$ cat src/rtl/dt_time_manager_pkg.sv
// Shared types and defaults for the emulator timestep manager and its helpers.
package dt_time_manager_pkg;

    localparam int DT_W   = 32;
    localparam int TIME_W = 64;

    localparam logic [DT_W-1:0] DT_MAX_DEFAULT = 32'h0000_FFFF;

    typedef logic [DT_W-1:0]   dt_t;
    typedef logic [TIME_W-1:0] emu_time_t;

    typedef enum logic [1:0] {
        ST_IDLE   = 2'd0,
        ST_RUN    = 2'd1,
        ST_PAUSED = 2'd2,
        ST_DONE   = 2'd3
    } tm_state_e;

endpackage

$ cat src/rtl/dt_time_manager_min_tree.sv
// Combinational balanced min-tree over the enabled timestep requests.
// Disabled or oversized requests enter the tree as DT_MAX, so the result is already clamped.
module dt_min_tree
    import dt_time_manager_pkg::*;
#(
    parameter int                  N_REQ    = 4,
    parameter int                  DT_WIDTH = DT_W,
    parameter logic [DT_WIDTH-1:0] DT_MAX   = DT_WIDTH'(DT_MAX_DEFAULT)
) (
    input  logic [N_REQ-1:0][DT_WIDTH-1:0] dt_req,
    input  logic [N_REQ-1:0]               req_en,
    output logic [DT_WIDTH-1:0]            dt_min
);

    localparam int LEVELS = (N_REQ > 1) ? $clog2(N_REQ) : 1;
    localparam int LEAVES = 1 << LEVELS;

    logic [LEAVES-1:0][DT_WIDTH-1:0] node;

    // NOTE: combinational logic uses blocking '=' so each tree level sees the
    // level below it within the same evaluation; every node is written before use.
    always_comb begin
        node = '0;
        for (int i = 0; i < N_REQ; i++) begin
            node[i] = (req_en[i] && (dt_req[i] < DT_MAX)) ? dt_req[i] : DT_MAX;
        end
        for (int i = N_REQ; i < LEAVES; i++) begin
            node[i] = DT_MAX;
        end
        // In-place reduction: slot j of a level only overwrites slots already consumed.
        for (int lvl = 0; lvl < LEVELS; lvl++) begin
            for (int j = 0; j < (LEAVES >> (lvl + 1)); j++) begin
                node[j] = (node[2*j] < node[2*j+1]) ? node[2*j] : node[2*j+1];
            end
        end
        dt_min = node[0];
    end

endmodule

$ cat src/rtl/dt_time_manager.sv
// Emulator timestep manager: picks the smallest requested dt, issues it one cycle later
// while running, and accumulates emulated time with a stop limit and saturation.
module dt_time_manager
    import dt_time_manager_pkg::*;
#(
    parameter int                  N_REQ      = 4,
    parameter int                  DT_WIDTH   = DT_W,
    parameter int                  TIME_WIDTH = TIME_W,
    parameter logic [DT_WIDTH-1:0] DT_MAX     = DT_WIDTH'(DT_MAX_DEFAULT)
) (
    input  logic                           clk,
    input  logic                           rst,
    input  logic [N_REQ-1:0][DT_WIDTH-1:0] dt_req,
    input  logic [N_REQ-1:0]               req_en,
    input  logic                           start,
    input  logic                           pause,
    input  logic                           clr_time,
    input  logic [TIME_WIDTH-1:0]          stop_time,
    output logic [DT_WIDTH-1:0]            dt,
    output logic [TIME_WIDTH-1:0]          emu_time,
    output logic                           running,
    output logic                           done
);

    tm_state_e               state_q, state_d;
    logic [DT_WIDTH-1:0]     dt_q, dt_d;
    logic [TIME_WIDTH-1:0]   time_q, time_d;

    logic [DT_WIDTH-1:0]     dt_min;
    logic [TIME_WIDTH:0]     sum_ext;
    logic [TIME_WIDTH:0]     proj_ext;
    logic [TIME_WIDTH-1:0]   time_next;
    logic [DT_WIDTH-1:0]     dt_issue;
    logic                    saturated;
    logic                    limit_on;
    logic                    limit_hit;
    logic                    limit_near;

    dt_min_tree #(
        .N_REQ    (N_REQ),
        .DT_WIDTH (DT_WIDTH),
        .DT_MAX   (DT_MAX)
    ) u_min_tree (
        .dt_req (dt_req),
        .req_en (req_en),
        .dt_min (dt_min)
    );

    // Time after the dt currently on the output has been consumed, and the
    // dt that would follow it if the run continues.
    always_comb begin
        sum_ext    = {1'b0, time_q} + (TIME_WIDTH+1)'(dt_q);
        saturated  = sum_ext[TIME_WIDTH] | (&sum_ext[TIME_WIDTH-1:0]);
        time_next  = sum_ext[TIME_WIDTH] ? '1 : sum_ext[TIME_WIDTH-1:0];
        limit_on   = |stop_time;
        limit_hit  = limit_on && (time_next >= stop_time);
        proj_ext   = {1'b0, time_next} + (TIME_WIDTH+1)'(dt_min);
        limit_near = limit_on && (proj_ext >= {1'b0, stop_time});
        dt_issue   = limit_near ? DT_WIDTH'(stop_time - time_next) : dt_min;
    end

    // NOTE: every output of this block gets a default first so no path
    // through the case can leave a variable unassigned and infer a latch.
    always_comb begin
        state_d = state_q;
        dt_d    = '0;
        time_d  = time_q;

        if (clr_time) begin
            state_d = ST_IDLE;
            time_d  = '0;
        end else begin
            unique case (state_q)
                ST_IDLE, ST_PAUSED: begin
                    if (start && !pause) begin
                        state_d = ST_RUN;
                    end
                end
                ST_RUN: begin
                    time_d = time_next;
                    // The trimmed final dt lands on this edge, so DONE is entered
                    // exactly when the accumulated time reaches the limit.
                    if (limit_hit || saturated) begin
                        state_d = ST_DONE;
                    end else if (pause) begin
                        state_d = ST_PAUSED;
                    end else begin
                        dt_d = dt_issue;
                    end
                end
                ST_DONE: begin
                    state_d = ST_DONE;
                end
                default: begin
                    state_d = ST_IDLE;
                end
            endcase
        end
    end

    // NOTE: asynchronous reset with non-blocking '<=' for all state; the
    // in-flight dt is dropped so a restart always begins from a clean pipeline.
    always_ff @(posedge clk or posedge rst) begin
        if (rst) begin
            state_q <= ST_IDLE;
            dt_q    <= '0;
            time_q  <= '0;
        end else begin
            state_q <= state_d;
            dt_q    <= dt_d;
            time_q  <= time_d;
        end
    end

    assign dt       = dt_q;
    assign emu_time = time_q;
    assign running  = (state_q == ST_RUN);
    assign done     = (state_q == ST_DONE);

endmodule

$ cat config.mk
export PLATFORM = sky130hd
export DESIGN_NAME = dt_time_manager
export DESIGN_NICKNAME = d
export VERILOG_FILES = /design/src/rtl/dt_time_manager_pkg.sv /design/src/rtl/dt_time_manager_min_tree.sv /design/src/rtl/dt_time_manager.sv
export SDC_FILE = /design/constraint.sdc
export NUM_CORES = 1
export LEC_CHECK = 0
export CAP_MARGIN = 20
export CORE_MARGIN = 4
export CORE_UTILIZATION = 50
export CTS_CLUSTER_DIAMETER = 100
export CTS_CLUSTER_SIZE = 24
export DETAILED_ROUTE_END_ITERATION = 10
export PLACE_DENSITY_LB_ADDON = 0.15
export SETUP_SLACK_MARGIN = 0.05
export SYNTH_ARGS = -nofsm -noshare
export SYNTH_HDL_FRONTEND = slang
export SYNTH_SLANG_ARGS = --single-unit
$ cat constraint.sdc
create_clock -name clk -period 18.1 [get_ports clk]
set_clock_uncertainty 0.05 [all_clocks]
set_input_delay 2.715 -clock clk [delete_from_list [all_inputs] [get_ports clk]]
set_output_delay 2.715 -clock clk [all_outputs]
set_load 0.05 [all_outputs]
* Word-level counts from Yosys, hierarchy flattened
Index checks and enable logic that the tools add are counted.
** Word-level totals
- Input bits :: 201
- Register bits after elaboration :: 98
** Cells by class
- Bitwise operators :: 1
- Reductions and logical operators :: 15
- Mux-type cells :: 20
- Add/subtract/negate cells :: 3
- $lt $le $gt $ge :: 9
- Eq/ne operators :: 5
** Operators with widths (count)
- 2-to-1 mux 32 bit :: 12
- 2-to-1 mux 64 bit :: 3
- adder 64 x 32 -> 65 bit :: 2
- < comparator 32 x 16 -> 1 bit (second input constant) :: 4
- < comparator 32 bit :: 3
- greater-or-equal comparator 65 x 64 -> 1 bit :: 1
- greater-or-equal comparator 64 bit :: 1
- AND reduction 64 bit :: 1
- OR reduction 64 bit :: 1
- subtractor 32 bit :: 1
- 2-to-1 mux 2 bit :: 4
- logical AND 1 bit :: 7
- case mux 2 bit (3 select lines) :: 1
- equality test 2 bit (second input constant) :: 2
- != test 4 x 3 -> 1 bit (second input constant) :: 1
- != test 3 bit (second input constant) :: 1
- equality test 2 x 1 -> 1 bit (second input constant) :: 1
- zero test 2 bit :: 1
- AND reduction 2 bit :: 1
- nonzero test 2 bit :: 1
- OR reduction 2 bit :: 1
- zero test 1 bit :: 1
- logical OR 1 bit :: 1
- bitwise OR 1 bit :: 1

* Longest topological paths before layout
- Depth after elaboration :: 15
- Depth in mapped cells :: 56
- Depth with buffers taken out :: 52

* By module
Synthesis repeated with hierarchy kept, for this count alone.
** Unflattened totals
- Cell total of the unflattened synthesis :: 2339
- Area, all modules :: 17705.7 µm²
** Modules (own cells, without submodules)
- dt_time_manager :: sequential area each 2452.4 µm², instances 1, area each 14062.2 µm², cells an instance 1829
- dt_min_tree :: sequential area each 0.0 µm², instances 1, area each 3643.5 µm², cells an instance 510

* Worst setup path before layout
OpenSTA, ideal clock, no wires.
- Path kind :: input port to flip-flop
- From :: input dt_req[126] (netlist name)
- To :: register dt_q[6], in the netlist dt[6]
- Data arrival time :: 14.135 ns
- Setup time :: 0.126 ns
- Path buffers :: 5
- Slack :: 3.789 ns
- Stages on the path :: 48
- Data required time :: 17.924 ns
- Path through :: or4_1 -> nor2_1 -> or4b_2 -> clkbuf_1 -> clkbuf_1 -> nor2_1 -> ha_1 -> a2111oi_0 -> o21ai_0 -> o21ai_0 -> o21ai_0 -> nor4_1 -> o21ai_1 -> clkbuf_1 -> a21oi_1 -> inv_1 -> ha_1 -> a21o_1 -> [... 12 more ...] -> o41ai_1 -> nand3_1 -> a21boi_0 -> o22ai_1 -> nor4_2 -> nand2_1 -> xnor2_1 -> ha_1 -> nand4_1 -> or2_2 -> or3_1 -> nor4_1 -> o31ai_1 -> a21oi_1 -> clkinv_1 -> clkbuf_1 -> nand3_1 -> a21oi_1
** Between the ends
- Longest elaborated chain between the ends :: 15
** Ends and longest elaborated chain
- from (decl) :: RTL line dt_time_manager.sv:13 : input logic [N_REQ-1:0][DT_WIDTH-1:0] dt_req,
- < comparator 32 x 16 -> 1 bit :: RTL line dt_time_manager_min_tree.sv:25 : node[i] = (req_en[i] && (dt_req[i] < DT_MAX)) ? dt_req[i] : DT_MAX;
- logical AND 1 bit :: RTL line dt_time_manager_min_tree.sv:25
- 2-to-1 mux 32 bit * :: RTL line dt_time_manager_min_tree.sv:25
- < comparator 32 bit :: RTL line dt_time_manager_min_tree.sv:33 : node[j] = (node[2*j] < node[2*j+1]) ? node[2*j] : node[2*j+1];
- 2-to-1 mux 32 bit * :: RTL line dt_time_manager_min_tree.sv:33
- < comparator 32 bit :: RTL line dt_time_manager_min_tree.sv:33
- 2-to-1 mux 32 bit * :: RTL line dt_time_manager_min_tree.sv:33
- adder 64 x 32 -> 65 bit :: RTL line dt_time_manager.sv:57 : proj_ext = {1'b0, time_next} + (TIME_WIDTH+1)'(dt_min);
- greater-or-equal comparator 65 x 64 -> 1 bit :: RTL line dt_time_manager.sv:58 : limit_near = limit_on && (proj_ext >= {1'b0, stop_time});
- logical AND 1 bit :: RTL line dt_time_manager.sv:58
- 2-to-1 mux 32 bit * :: RTL line dt_time_manager.sv:59 : dt_issue = limit_near ? DT_WIDTH'(stop_time - time_next) : dt_min;
- 2-to-1 mux 32 bit * :: RTL line dt_time_manager.sv:85 : end else if (pause) begin
- 2-to-1 mux 32 bit * :: RTL line dt_time_manager.sv:83 : if (limit_hit || saturated) begin
- 2-to-1 mux 32 bit * :: RTL line dt_time_manager.sv:73 : unique case (state_q)
- 2-to-1 mux 32 bit * :: RTL line dt_time_manager.sv:69 : if (clr_time) begin
- net dt_d[6] :: RTL line dt_time_manager.sv:26 : logic [DT_WIDTH-1:0] dt_q, dt_d;
- to (signal assigned) :: RTL line dt_time_manager.sv:110 : dt_q <= dt_d;
- to (decl) :: RTL line dt_time_manager.sv:26
Mark *: on every way through the listed nets, which the timed path passes. The rest lies on a longest branch.
A chain may end at the register's enable or synchronous reset.

* Final worst setup path
- From :: input dt_req[30] (netlist name)
- To :: register dt_q[0], in the netlist dt[0]
Same word-level chain as after synthesis.

==> run_results.csv <==
group,metric,value,unit
run_status,status,"finished clean",
die,ios,299,
sta,rsz0062_at_grt,"false",
layout,fin_cells,3293,
layout,drive_above_1_share,4.66,%
detailed_routing,vias,20715,
synth,ys_ff_latch,98,
worst_setup_path,path_class,"in2reg",
synth,ys.flop_type,"dfrtp_1",
detailed_routing,viasPerCell,6.29,
grt,grtUsageTotal,37.1,%
synth,synth_edf_count,0,
die,die_area,39800,µm²
sta,period_share,93.7,%
die,die_h,200,µm
job,cap_violations,0,
synth,syn_area,18300,µm²
clock_network,clock_sinks,98,
synth,syn_avg_cell_area,7.39,µm²
synth,synthMuxAreaShare,1.60,%
synth,synth_cells,2483,
layout,fin_util,62.2,%
detailed_routing,ant_nets,0,
worst_setup_path,end_kind,"flop",
place,dp.cells,3277,
pwr,sw_frac_of_total,49.4,%
clock_network,cts_setup_buffers,0,
worst_setup_path,cpMaxStageDelayCell,"o41ai_1",
synth,yosys.area_share.simple,25.7,%
worst_setup_path,crit_buf_inv,5,
clock_network,cts_buffers,9,
sta,whs,0.513,ns
grt,grt_max_degree,93,
place,io_buffers,298,
place,gp_congestion,1.02,
die,die_w,200,µm
sta,slew_violations,0,
synth,yosys.area.top_type,"ha_1",
die,core_area,35900,µm²
detailed_routing,drcViolationCount,0,
worst_setup_path,worstPathArrival,17.22,ns
grt,antenna_found_initial,0,
clock_network,path_clk_slew,0.08,ns
pwr,power.total,1.31,mW
sta,setup_violations,0,
sta,tns,0,ns
sta,hold_viol,0,
sta,timing.fmax,0.0590,GHz
grt,grt_pass1_vias,19867,
synth,synthAdderAreaFrac,21.8,%
layout,nets,3348,
sta,period_minus_slack,16.96,ns
synth,synth_top_family_by_area,"compound AO/OA/AOI/OAI gates",
place,dp_hpwl,63700,µm
synth,synth_xor_area_share,5.44,%
pwr,internal-power,664,µW
worst_setup_path,critPathMaxFanout,18,
detailed_routing,dr.first_iter.drc_count,2121,
clock_network,clock-root-buffer,"clkbuf_16",
sta,slew_headroom,23.9,%
worst_setup_path,rrSetupSlack,6.83,ns
synth,yosys-top-cells-count,"315 x ha_1, 270 x nor2_1, 215 x a21oi_1",
grt,grt.overflow.total,0,
synth,synth-seq-area-share,13.4,%
pwr,power_density,58.7,nW/µm²
pwr,peakVddDrop,0.0000745,V
die,start_util,51.1,%
detailed_routing,routedWlPerCell,23.2,µm
die,rows,69,
worst_setup_path,critPathMaxStageDelay,0.97,ns
pwr,p_clk_share,14.7,%
synth,ys_types,102,
pwr,p_leak,10.7,nW
synth,yosys.area.top_type_share,21.5,%
clock_network,h-tree-depth,3,
synth,synthArstFlopShare,100,%
min_path,min_path_type,"reg2reg",
clock_network,clk_path_buf_depth,2,
grt,grt_pass1_wl,115000,µm
worst_setup_path,startpoint_type,"input pin",
clock_network,cts_tree,"done",
clock_network,cts_hold_buf,0,
worst_setup_path,cp_top_family,"compound AO/OA/AOI/OAI gates",
pwr,combPwrFrac,64.9,%
sta,tightest_slew,1.13,ns
synth,yosysWarnings,0,
clock_network,post_cts_resized,0,
detailed_routing,dr.pass1.iters,7,
synth,synth_area_leaders,"ha_1 21%, dfrtp_1 13%, a21oi_1 5.9%",
layout,area_growth,21.8,%
clock_network,clk_latency,0.39,ns
detailed_routing,routed_wirelength,76500,µm
worst_setup_path,cp_data_required_time,18.36,ns
pwr,seq_power_share,20.4,%
layout,antenna_cells,0,
synth,yosysMostFrequentCell,"ha_1",
synth,synth_compound_area_share,26.0,%
pwr,switching_power,647,µW
## registers in the layout, summed over array words and instances (netlist names)
| name | flops |
|---|---|
| state_q | 2 |
| dt | 32 |
| emu_time | 64 |
## layout by cell type, fill, tap and decap left out, types with 51 or more instances in the layout
master / instances
a21o_1: 101
nand3_1: 79
xnor2_1: 73
clkdlybuf4s50_1: 297
nand4_1: 77
ha_1: 315
conb_1: 112
a211oi_1: 71
a21oi_1: 214
inv_1: 177
dfrtp_1: 98
nor4_1: 51
o21ai_0: 106
nand2_1: 180
nor2_1: 270
nor3_1: 73
## metrics by stage
step,setup WS [ns],cell area [µm²]
6_report,1.14,22300
5_1_grt,0.378,22300
4_1_cts,1.31,22300
3_5_place_dp,0.929,22000
3_3_place_gp,1.27,22000
2_1_floorplan,3.79,18800
## power by group through the flow
stage | Clock [mW] | Sequential, mW | Combinational [mW]
2_1_floorplan | 0 | 0.317 | 0.507
3_3_place_gp | 0 | 0.270 | 0.808
3_5_place_dp | 0 | 0.270 | 0.818
4_1_cts | 0.193 | 0.266 | 0.825
5_1_grt | 0.200 | 0.269 | 0.927
6_report | 0.193 | 0.267 | 0.851
## worst min-delay path: cells and delay by family (launching register included)
kind / cells / cell delay (ns)
DFF: 1 / 0.40
and+or+nand+nor: 1 / 0.06
AOI/OAI and AO/OA: 1 / 0.06
## kinds of logic (layout without fill, tap and decap cells)
kind of cell / Yosys count / in the layout
compound gates: 717 / 717
simple gates: 932 / 932
other cells: 2 / 112
xor+xnor: 113 / 113
mux: 27 / 27
flops: 98 / 98
fa+ha+maj: 318 / 318
buf+inv: 276 / 515
## worst paths after layout
check	end	cells past startpoint	from
worst max-delay path	dt[0]$_DFF_PP0_	46	dt_req[30]
worst min-delay path	emu_time[31]$_DFFE_PP0P_	2	emu_time[31]$_DFFE_PP0P_
worst max register to register	dt[0]$_DFF_PP0_	34	dt[0]$_DFF_PP0_
worst min register to register	emu_time[31]$_DFFE_PP0P_	2	emu_time[31]$_DFFE_PP0P_
max in group asynchronous	emu_time[14]$_DFFE_PP0P_	3	rst
min in group asynchronous	emu_time[58]$_DFFE_PP0P_	2	rst
## routing by layer
| layer | up-vias | wire (µm) | GRT usage, % | part of all wire [%] |
|---|---|---|---|---|
| met1 | 9702 | 32000 | 49.8 | 42 |
| met3 | 214 | 7160 | 6.68 | 9.4 |
| met4 | 0 | 3880 | 15.7 | 5.1 |
| met5 | - | 0 | 0 | 0 |
| li1 | 9685 | - | - | - |
| met2 | 1114 | 33500 | 58.8 | 44 |
## area by class of cell
type / instances / area (µm²)
clock buffers: 9 / 225
clock inverters: 5 / 33.8
fillers: 3298 / 13600
inverters: 181 / 682
multi-input cells: 2219 / 15200
flip-flops and latches: 98 / 2450
well taps: 461 / 577
repair buffers: 320 / 3150
No activity file was read; power rests on OpenSTA's default activity.
